File: src/rtl/fault_log_pkg.sv
// Shared definitions for the fault event logger: source bit positions,
// counter-select codes, entry layout and the default FIFO depth.
package fault_log_pkg;

    localparam int SRC_W         = 5;
    localparam int TS_W          = 27;
    localparam int ENTRY_W       = SRC_W + TS_W;
    localparam int DEPTH_DEFAULT = 8;

    // Bit position of each fault source inside the src field.
    localparam int SRC_S_IMEM   = 0;
    localparam int SRC_D_IMEM   = 1;
    localparam int SRC_S_DMEM   = 2;
    localparam int SRC_D_DMEM   = 3;
    localparam int SRC_HW_FAULT = 4;

    // Codes accepted on cnt_sel.
    typedef enum logic [2:0] {
        SEL_S_IMEM   = 3'd0,
        SEL_D_IMEM   = 3'd1,
        SEL_S_DMEM   = 3'd2,
        SEL_D_DMEM   = 3'd3,
        SEL_HW_FAULT = 3'd4,
        SEL_DROP     = 3'd5,
        SEL_TOTAL    = 3'd6,
        SEL_NONE     = 3'd7
    } cnt_sel_e;

    // One logged event: which sources rose, and when.
    typedef struct packed {
        logic [SRC_W-1:0] src;
        logic [TS_W-1:0]  ts;
    } fault_entry_t;

    function automatic fault_entry_t make_entry(input logic [SRC_W-1:0] src,
                                                input logic [TS_W-1:0]  ts);
        fault_entry_t e;
        e.src = src;
        e.ts  = ts;
        return e;
    endfunction

endpackage

File: src/rtl/fault_evt_fifo.sv
// Synchronous first-word-fall-through FIFO holding fault entries.
// Pointers carry one extra MSB so full and empty can be told apart.
module fault_evt_fifo
    import fault_log_pkg::*;
#(
    parameter int DEPTH = DEPTH_DEFAULT,
    parameter int WIDTH = ENTRY_W
) (
    input  logic             clk,
    input  logic             rst,
    input  logic             push,
    input  logic [WIDTH-1:0] push_data,
    input  logic             pop,
    output logic             full,
    output logic             empty,
    output logic [WIDTH-1:0] head
);

    localparam int AW = $clog2(DEPTH);

    logic [AW:0]      wr_ptr;
    logic [AW:0]      rd_ptr;
    logic [WIDTH-1:0] mem [DEPTH];
    logic             do_push;
    logic             do_pop;

    assign empty   = (wr_ptr == rd_ptr);
    assign full    = (wr_ptr[AW] != rd_ptr[AW]) && (wr_ptr[AW-1:0] == rd_ptr[AW-1:0]);
    assign do_pop  = pop & ~empty;
    assign do_push = push & (~full | do_pop);
    assign head    = empty ? '0 : mem[rd_ptr[AW-1:0]];

    // Advance read/write pointers; reset discards all stored entries.
    always_ff @(posedge clk) begin
        if (rst) begin
            wr_ptr <= '0;
            rd_ptr <= '0;
        end else begin
            if (do_push) wr_ptr <= wr_ptr + 1'b1;
            if (do_pop)  rd_ptr <= rd_ptr + 1'b1;
        end
    end

    // Storage write; contents are only visible through pointers, so no reset.
    always_ff @(posedge clk) begin
        if (do_push) mem[wr_ptr[AW-1:0]] <= push_data;
    end

endmodule

File: src/rtl/fault_event_logger.sv
// Fault event logger: detects rising edges on ECC and ALU fault flags,
// timestamps them into a FWFT FIFO and keeps saturating statistics.
module fault_event_logger
    import fault_log_pkg::*;
#(
    parameter int DEPTH = DEPTH_DEFAULT,
    parameter int CNT_W = 16
) (
    input  logic               clk,
    input  logic               rst,
    input  logic               s_err_imem,
    input  logic               d_err_imem,
    input  logic               s_err_dmem,
    input  logic               d_err_dmem,
    input  logic               hardware_fault_flag,
    input  logic               clr,
    input  logic               ev_ready,
    output logic               ev_valid,
    output logic [ENTRY_W-1:0] ev_data,
    output logic               overflow,
    input  logic [2:0]         cnt_sel,
    output logic [CNT_W-1:0]   cnt_out
);

    localparam logic [CNT_W-1:0] CNT_MAX = '1;

    logic [SRC_W-1:0]   flags;
    logic [SRC_W-1:0]   flag_q;
    logic [SRC_W-1:0]   rise;
    logic [TS_W-1:0]    ts;
    logic               evt;
    logic               pop;
    logic               drop;
    logic               fifo_full;
    logic               fifo_empty;
    logic [ENTRY_W-1:0] entry;
    logic [CNT_W-1:0]   src_cnt [SRC_W];
    logic [CNT_W-1:0]   drop_cnt;
    logic [CNT_W-1:0]   total_cnt;

    // Gather the fault inputs into the src bit order used by entries.
    always_comb begin
        flags               = '0;
        flags[SRC_S_IMEM]   = s_err_imem;
        flags[SRC_D_IMEM]   = d_err_imem;
        flags[SRC_S_DMEM]   = s_err_dmem;
        flags[SRC_D_DMEM]   = d_err_dmem;
        flags[SRC_HW_FAULT] = hardware_fault_flag;
    end

    assign rise     = flags & ~flag_q;
    assign evt      = |rise;
    assign ev_valid = ~fifo_empty;
    assign pop      = ev_valid & ev_ready;
    assign drop     = evt & fifo_full & ~pop;
    assign entry    = make_entry(rise, ts);

    // Flag history for edge detection; cleared so a flag held across reset rises after it.
    always_ff @(posedge clk) begin
        if (rst) flag_q <= '0;
        else     flag_q <= flags;
    end

    // Free-running timestamp, wraps naturally at 27 bits; clr does not touch it.
    always_ff @(posedge clk) begin
        if (rst) ts <= '0;
        else     ts <= ts + 1'b1;
    end

    fault_evt_fifo #(
        .DEPTH (DEPTH),
        .WIDTH (ENTRY_W)
    ) u_fifo (
        .clk       (clk),
        .rst       (rst),
        .push      (evt),
        .push_data (entry),
        .pop       (pop),
        .full      (fifo_full),
        .empty     (fifo_empty),
        .head      (ev_data)
    );

    // Sticky drop indicator; clr wins over a drop in the same cycle.
    always_ff @(posedge clk) begin
        if (rst || clr) overflow <= 1'b0;
        else if (drop)  overflow <= 1'b1;
    end

    // Saturating statistics; clr wins over any coincident increment.
    always_ff @(posedge clk) begin
        if (rst || clr) begin
            for (int i = 0; i < SRC_W; i++) src_cnt[i] <= '0;
            drop_cnt  <= '0;
            total_cnt <= '0;
        end else begin
            for (int i = 0; i < SRC_W; i++) begin
                if (rise[i] && (src_cnt[i] != CNT_MAX)) src_cnt[i] <= src_cnt[i] + 1'b1;
            end
            if (evt && (total_cnt != CNT_MAX)) total_cnt <= total_cnt + 1'b1;
            if (drop && (drop_cnt != CNT_MAX)) drop_cnt <= drop_cnt + 1'b1;
        end
    end

    // Registered counter readback, one cycle behind cnt_sel.
    always_ff @(posedge clk) begin
        if (rst) begin
            cnt_out <= '0;
        end else begin
            case (cnt_sel_e'(cnt_sel))
                SEL_S_IMEM:   cnt_out <= src_cnt[SRC_S_IMEM];
                SEL_D_IMEM:   cnt_out <= src_cnt[SRC_D_IMEM];
                SEL_S_DMEM:   cnt_out <= src_cnt[SRC_S_DMEM];
                SEL_D_DMEM:   cnt_out <= src_cnt[SRC_D_DMEM];
                SEL_HW_FAULT: cnt_out <= src_cnt[SRC_HW_FAULT];
                SEL_DROP:     cnt_out <= drop_cnt;
                SEL_TOTAL:    cnt_out <= total_cnt;
                default:      cnt_out <= '0;
            endcase
        end
    end

endmodule

File: config.mk
export PLATFORM = sky130hd
export DESIGN_NAME = fault_event_logger
export DESIGN_NICKNAME = d
export VERILOG_FILES = /design/src/rtl/fault_log_pkg.sv /design/src/rtl/fault_evt_fifo.sv /design/src/rtl/fault_event_logger.sv
export SDC_FILE = /design/constraint.sdc
export NUM_CORES = 1
export LEC_CHECK = 0
export ABC_AREA = 1
export BUFFER_PORTS_ARGS = -buffer_cell sky130_fd_sc_hd__buf_2
export CORE_MARGIN = 3
export CORE_UTILIZATION = 41
export DETAILED_ROUTE_END_ITERATION = 8
export PLACE_DENSITY_LB_ADDON = 0.25
export SYNTH_ARGS = -nofsm -noshare
export SYNTH_HDL_FRONTEND = slang
export SYNTH_SLANG_ARGS = --single-unit
File: constraint.sdc
create_clock -name clk -period 4.7 [get_ports clk]
set_input_delay 0.47 -clock clk [delete_from_list [all_inputs] [get_ports clk]]
set_output_delay 0.47 -clock clk [all_outputs]
set_load 0.01 [all_outputs]
== After elaboration in Yosys (flattened, before gate mapping) ==
Memories as Yosys holds them, arrays and structs flattened. A register that Yosys moved wholly into a read port is not among the register bits.
Index checks and enable logic that the tools add are counted.
Storage, ports and cells
  bits in registers: 89
  output and inout port bits: 50
  bits of input ports: 12
  RAM bits: 336
  word-level logic and storage cells: 91
  memories: 2
Memory list
  u_fifo.mem: words 8, width 32, read ports 1, clocked after memory_dff 1, write ports 1, line fault_evt_fifo.sv:23  | logic [WIDTH-1:0] mem [DEPTH];
  src_cnt: words 5, width 16, read ports 5, clocked after memory_dff 0, write ports 5, line fault_event_logger.sv:37  | logic [CNT_W-1:0] src_cnt [SRC_W];
Operators by class
  reduce and logical (&&, ||, !) cells: 11
  equal/unequal tests: 16
  $add $sub $neg: 10
  bitwise gates (word level): 16
  mux-type cells: 28
Operators with widths (number)
  16-bit by 1-bit adder with 16-bit output, second input constant: 7
  16-bit inequality test, second input constant: 7
  16-bit case mux with 7 select lines: 1
  16-bit two-way mux: 5
  32-bit two-way mux: 1
  27-bit by 1-bit adder with 27-bit output, second input constant: 1
  1-bit two-way mux: 19
  3-bit equality test, second input constant: 3
  4-bit by 1-bit adder with 4-bit output, second input constant: 2
  1-bit logical AND: 8
  3-bit by 2-bit equality test with 1-bit output, second input constant: 2
  3-bit two-way mux: 2
  1-bit bitwise OR: 6
  1-bit AND: 5
  5-bit AND: 1
  5-bit NOT: 1
  5-bit OR reduction: 1
  4-bit equality test: 1
  3-bit by 1-bit equality test with 1-bit output, second input constant: 1
  3-bit equality test: 1
  3-bit zero test: 1
  1-bit NOT: 3
  1-bit logical OR: 1
  1-bit inequality test: 1

== Logic depth before layout (Yosys ltp) ==
Gate-level depths: netlist of the first run.
  depth in word-level cells: 8
  depth in mapped cells: 11
  depth with buffers taken out: 11

== Modules after synthesis ==
Synthesis of the first run repeated with hierarchy kept, for this count alone.
Second synthesis, totals
  cell total of the unflattened synthesis: 2012
  area, all modules: 19871.6 um^2
By module, submodules not included
  fault_evt_fifo: cells each 810, times used 1, area each 10740.3 um^2, seq. area each 7907.6 um^2
  fault_event_logger: cells each 1202, times used 1, area each 9131.3 um^2, seq. area each 4023.9 um^2

== Worst setup path before layout of the first run ==
No wires, ideal clock.
  path type: input -> register
  from: in hardware_fault_flag
  to: mem u_fifo.mem[6][0] (netlist name) (enable)
  arrival time: 3514 ps
  cell stages on the path: 8
  path buffers: 0
  required time: 4239 ps
  setup slack: 725 ps
  setup time: 461 ps
  cell sequence: inv_1 > nor2_1 > inv_1 > nand2_1 > nand2_1 > inv_1 > nand2_1 > nor3_1
Between the ends
  cells in the longest elaborated chain, start to end: 5
Ends and longest elaborated chain
  from (decl): line fault_event_logger.sv:15  | input logic hardware_fault_flag,
  5-bit AND: line fault_event_logger.sv:51  | assign rise = flags & ~flag_q;
  net rise[4]: line fault_event_logger.sv:29  | logic [SRC_W-1:0] rise;
  5-bit OR reduction: line fault_event_logger.sv:52  | assign evt = |rise;
  1-bit AND: line fault_evt_fifo.sv:30  | assign do_push = push & (~full | do_pop);
  1-bit two-way mux: line fault_evt_fifo.sv:46  | if (do_push) mem[wr_ptr[AW-1:0]] <= push_data;
  1-bit two-way mux (not written as such): line fault_evt_fifo.sv:46
  to (decl): line fault_evt_fifo.sv:23
The timed path passes the listed nets, and every way through them passes these cells.

==> metrics.md, run 1 <==
| Metric | Value |
|---|---|
| Clock Latency Late Sink | `0.60 ns` |
| Post-synth EDFFs | `336` |
| Worst-path maximum fanout | `108` |
| Largest net degree at the start of global routing | `109` |
| Final setup vio count | `0` |
| Routability cong. | `0.871` |
| Clock sink count | `428` |
| Crit share post-route | `0.779` |
| Status | `finished clean` |
| Share of layout cells above drive strength 1 | `0.105` |
| Fin Setup TNS | `0 ns` |
| Slew HR | `0.236` |
| Placed cell count | `2650` |
| Number of remaining DRC errors | `0` |
| Area grow syn2layout | `11.7%` |
| Clock Path Buffers | `3` |
| Synth warnings | `0` |
| Dpl hpwl | `30500 microns` |
| Ports | `62` |
| Final Util | `0.469` |
| Hold-fix buffers at CTS | `0` |
| WL met3 | `2280 microns` |
| Share of Yosys cell area claimed by the top area cell type | `0.510` |
| Reg2reg setup slack | `1.46 ns` |
| Core Box Area | `47100 sq um` |
| Yosys top cell by area | `edfxtp_1` |
| Met1 wire length | `21700 microns` |
| Synthesized instance count | `2049` |
| Reg2Reg Launch Point | `src_cnt[0][64]` |
| FF-to-FF End | `src_cnt[0][42]` |
| Post-synthesis async set-or-reset flop share | `0` |
| Vias in the first global route | `13900` |
| P_leak | `7.71 nW` |
| Pre-CTS WS | `1.48 ns` |
| Critical path class | `flop to output pin` |
| Register bit total from synthesis | `428` |
| Worst Setup End Kind | `output pin` |
| Hold path depth | `3` |
| Cell variety after synth | `39` |
| DRT Pass-1 Iters | `5` |
| Sequential element share of the synthesized area | `0.603` |
| Reg clk slew, reported paths | `0.06 ns` |
| Top cells by count, synth | `nor2_1, edfxtp_1, nand2_1` |
| Grt ovf | `0` |
| Max-Cap Viols | `0` |
| Via density | `5.23` |
| Met2 routed WL | `23800 microns` |
| Die area | `51000 sq um` |
| CTS tree | `built` |
| Diode count | `0` |
| Top-count cell post-synth | `nor2_1` |
| Avg Inst Size Synth | `9.66 sq um` |
| Worst hold path class | `primary input to flop` |
| Top Layer Used | `met4` |
| Die height | `226 microns` |
| Starting density of the core | `0.420` |
| Avg WL per Cell | `17.9 microns` |
| FMAX | `273 MHz` |
| Hold Crit Start | `hardware_fault_flag` |
| Critical Path Start Type | `flop` |
| Slew @ Worst Pin | `1.14 ns` |
| Synth top area cells | `edfxtp_1, dfxtp_1, nor2_1` |
| Synthesized area | `19800 sq um` |
| Synth Net Count | `2071` |
| Slew Viols, Final | `0` |
| Layout Nets | `2114` |
| Data arrival, critical path | `3.19 ns` |
| Cts bufs inserted | `47` |
| Worst IR Drop VDD | `0.246 mV` |
| P per Cell Area | `426 nW/um^2` |
| Cts repair resizes | `0` |
| First-pass GRT wire length | `76600 microns` |
| Final hold slack | `0.102 ns` |
| Final Worst Setup Slack | `1.04 ns` |
| H-Tree Depth | `2` |
| CP required | `4.23 ns` |
| GRT Overall Usage | `0.191` |
| RSZ-0062 raised after global routing | `no` |
| 1st-iter DRT viols | `1254` |
| Setup fix buffers added after clock tree synthesis | `0` |
| Clock root buffer | `clkbuf_16` |
| Reg2reg path depth | `9` |
| Drt total wl | `48900 microns` |
| Die X-Extent | `226 microns` |
| Vias | `14300` |
| Rows | `79` |
| Hold EP | `flag_q[4]` |
| Minimum clock period | `3.66 ns` |
| Non-Filler Instances | `2738` |
| I/O Buffers | `61` |
| Routed Antenna Nets | `0` |
| Antenna violations before repair | `0` |
| Final Skew | `0.0237 ns` |
| Final Hold Viols | `0` |
| Synth Flop Type | `edfxtp_1` |
[critical path, cell delays in order (launching register included)]
cell      delay, ns
dfxtp_4        0.51
clkinv_2       0.29
buf_4          0.82
o21ai_0        0.21
o21ai_1        0.11
o21ai_0        0.08
a31oi_1        0.29
buf_2          0.19
[flip-flops by register name, summed over array words and instances (netlist names), named ones only]
signal	flops
cnt_out	16
u_fifo.mem	256
u_fifo.rd_ptr	4
u_fifo.wr_ptr	4
overflow	1
flag_q	5
src_cnt	80
ts	27
drop_cnt	16
total_cnt	16
[per-stage QoR]
| step | area (sq um) | power (mW) |
|---|---|---|
| finish | 22100 | 9.42 |
| global route | 22100 | 9.86 |
| CTS | 22100 | 9.53 |
| detailed placement | 20600 | 5.92 |
| global placement | 20600 | 5.90 |
| floorplan | 19800 | 5.44 |
[worst max path at each step]
stage / from / to / slack [ns]
2_1_floorplan: hardware_fault_flag / u_fifo.mem[6][0] / 0.72
3_3_place_gp: src_cnt[0][64] / src_cnt[0][75] / 1.56
3_5_place_dp: src_cnt[0][64] / src_cnt[0][35] / 1.48
4_1_cts: flop / ev_data[25] / 0.94
5_1_grt: flop / ev_data[18] / 0.79
6_report: flop / ev_data[18] / 1.04
[power breakdown]
group / switching, mW / leakage (nW) / internal (mW) / total, mW
clock: 1.53 / 0.735 / 2.06 / 3.59
sequential: 0.171 / 4.00 / 4.33 / 4.50
combinational: 0.908 / 2.97 / 0.415 / 1.32
total: 2.61 / 7.71 / 6.81 / 9.42
[cells by family after synthesis]
family	share of synthesized area
xor+xnor	0.0372
fa+ha+maj	0.00632
flops	0.603
buf+inv	0.0572
simple gates	0.169
compound gates	0.128
[cell usage in the layout, fill, tap and decap left out, drive strengths merged, types with 38 or more instances in the layout]
master	instances
nand2	281
o21ai	233
clkbuf	65
inv	175
dfxtp	92
xor2	74
edfxtp	336
nor3	38
a21oi	152
buf	79
nand3	74
nor2	386
[cell type report]
| type | count | area [sq um] |
|---|---|---|
| sequential | 428 | 11900 |
| multi-input combinational | 1358 | 6800 |
| clock buffer | 65 | 1310 |
| inverter | 178 | 669 |
| timing repair buffer | 79 | 453 |
| clock inverter | 23 | 201 |
| fill | 4437 | 25000 |
| tap | 607 | 759 |
[routing by layer]
layer	up-vias	global-route usage
met5	-	0
met1	6812	0.251
met2	352	0.325
li1	7093	-
met4	0	0.0646
met3	73	0.0261
Power figures use the tool's default switching activity.
==> run 2: changes to the inputs <==
==> constraint.sdc (replaced) <==
create_clock -name clk -period 3.3 [get_ports clk]
set_input_delay 0.33 -clock clk [delete_from_list [all_inputs] [get_ports clk]]
set_output_delay 0.33 -clock clk [all_outputs]
set_load 0.01 [all_outputs]
==> metrics.md, run 2 (synthesized netlist as in run 1, its figures left out) <==
| Metric | Value |
|---|---|
| Status | `finished clean (unchanged)` |
| Antenna violations before repair | `0 (unchanged)` |
| Core Box Area | `47100 sq um (unchanged)` |
| Via density | `5.24 (was 5.23)` |
| Critical path class | `flop to output pin (unchanged)` |
| 1st-iter DRT viols | `1275 (was 1254)` |
| Placed cell count | `2661 (was 2650)` |
| H-Tree Depth | `2 (unchanged)` |
| Fin Setup TNS | `0 ns (unchanged)` |
| CP peak stage delay | `0.47 ns (was 0.82 ns)` |
| Max-Cap Viols | `0 (unchanged)` |
| Minimum clock period | `2.76 ns` |
| Clock Latency Late Sink | `0.59 ns (was 0.60 ns)` |
| Vias | `14400 (was 14300)` |
| Clock root buffer | `clkbuf_16 (unchanged)` |
| I/O Buffers | `61 (unchanged)` |
| P per Cell Area | `609 nW/um^2 (was 426 nW/um^2)` |
| Most frequent cells in the layout | `nor2_1, edfxtp_1, nand2_1 (unchanged)` |
| Slew HR | `0.490 (was 0.236)` |
| Dpl hpwl | `30900 microns (was 30500 microns)` |
| Rows | `79 (unchanged)` |
| Number of remaining DRC errors | `0 (unchanged)` |
| RSZ-0062 raised after global routing | `no (unchanged)` |
| CTS tree | `built (unchanged)` |
| Final Hold Viols | `0 (unchanged)` |
| FMAX | `362 MHz` |
| Worst IR Drop VDD | `0.388 mV (was 0.246 mV)` |
| Worst-path maximum fanout | `24 (was 108)` |
| Grt ovf | `0 (unchanged)` |
| Routed Antenna Nets | `0 (unchanged)` |
| GRT Overall Usage | `0.191 (about the same)` |
| Die area | `51000 sq um (unchanged)` |
| Die X-Extent | `226 microns (unchanged)` |
| Cts bufs inserted | `46 (was 47)` |
| CP required | `2.97 ns (was 4.23 ns)` |
| Max reg flops | `256 (unchanged)` |
| Diode count | `0 (unchanged)` |
| Share of layout cells above drive strength 1 | `0.113 (was 0.105)` |
| Die height | `226 microns (unchanged)` |
| Reg clk slew, reported paths | `0.06 ns (about the same)` |
| Largest net degree at the start of global routing | `129 (was 109)` |
| Drt total wl | `48800 microns (was 48900 microns)` |
| Final hold slack | `0.216 ns (was 0.102 ns)` |
| Routability cong. | `0.904 (was 0.871)` |
| Slew Viols, Final | `0 (unchanged)` |
| P_leak | `7.86 nW (was 7.71 nW)` |
| Slew @ Worst Pin | `0.762 ns (was 1.14 ns)` |
| Non-Filler Instances | `2752 (was 2738)` |
| Worst hold path class | `primary input to flop (unchanged)` |
| Final setup vio count | `0 (unchanged)` |
| Crit-path cells | `inv_1 -> buf_4 -> nor2_1 -> o21ai_0 -> a31oi_1 -> buf_2 (was clkinv_2 -> buf_4 -> o21ai_0 -> o21ai_1 -> o21ai_0 -> a31oi_1 -> buf_2)` |
| Area grow syn2layout | `13.3% (was 11.7%)` |
| Avg WL per Cell | `17.7 microns (was 17.9 microns)` |
| DRT Pass-1 Iters | `5 (unchanged)` |
| Data arrival, critical path | `2.43 ns (was 3.19 ns)` |
| Vias in the first global route | `13700 (was 13900)` |
| Most common cell after layout, fill and taps aside | `nor2_1 (unchanged)` |
| Clock Path Buffers | `3 (unchanged)` |
| Ports | `62 (unchanged)` |
| Crit share post-route | `0.836` |
| First-pass GRT wire length | `76500 microns (was 76600 microns)` |
| Critical Path Start Type | `flop (unchanged)` |
| Worst Setup End Kind | `output pin (unchanged)` |
| Starting density of the core | `0.420 (unchanged)` |
| Final Skew | `0.0222 ns (was 0.0237 ns)` |
| Clock sink count | `428 (unchanged)` |
| CP delay by family, top | `buffers and inverters (unchanged)` |
| Crit-path slowest cell | `dfxtp_4 (was buf_4)` |
| Layout Nets | `2129 (was 2114)` |
| Number of buffers and inverters on the critical path | `3 (unchanged)` |
-- run 2: cell count changes in the layout (fill, tap and decap cells not counted), sizes merged --
cell	change
buf	+11
clkbuf	-7
dlygate4sd3	+5
inv	+3
bufinv	+1
clkinvlp	+1
-- run 2: layout make-up --
class	count	area (sq um)
Fill cell	4381	24700
Sequential cell	428	11900
Multi-Input combinational cell	1358	6800
Clock buffer	58	1320
Tap cell	607	759
Timing Repair Buffer	95	673
Inverter	178	669
Clock inverter	28	274
-- run 2: worst paths after layout --
check | start | to | slack, ns | cells after the start
hold reg to reg | u_fifo.rd_ptr[3] | u_fifo.rd_ptr[3] | 0.48 | 2
setup reg to reg | src_cnt[0][64] | src_cnt[0][70] | 0.87 | 10
setup / recovery | flop | ev_data[29] | 0.54 | 6
hold / removal | ev_ready | flop | 0.22 | 3
-- run 2: power breakdown --
part / total (mW) / internal, mW / switching [mW]
sequential: 6.38 / 6.17 / 0.214
combinational: 1.99 / 0.639 / 1.35
clock: 5.30 / 3.11 / 2.19
total: 13.7 / 9.92 / 3.76
-- run 2: worst min-delay path: cells and delay by family --
kind            cells  cell delay, ns
buf+inv             1            0.13
simple gates        1            0.20
compound gates      1            0.10
-- run 2: timing repair --
action,4_1_cts,5_1_grt
hold buffers,5,0
resized for setup,0,0
buffers inserted,0,0
hold endpoints to repair,5,0
-- run 2: layer usage --
| metal | track usage | routed length, microns | vias to the layer above |
|---|---|---|---|
| met5 | 0 | 0 | - |
| met3 | 0.0268 | 2300 | 70 |
| li1 | - | - | 7120 |
| met2 | 0.325 | 23800 | 343 |
| met1 | 0.257 | 21600 | 6878 |
| met4 | 0.0515 | 1100 | 0 |
-- run 2: stage by stage --
step | total power, mW | cell area, sq um | utilization | worst slack [ns]
final | 13.7 | 22400 | 0.476 | 0.540
after global routing | 14.3 | 22400 | 0.476 | 0.303
after CTS | 13.8 | 22400 | 0.476 | 0.409
after detailed placement | 8.51 | 20800 | 0.441 | 0.716
after global placement | 8.49 | 20800 | 0.441 | 0.735
after floorplan | 7.75 | 19800 | - | 0.336
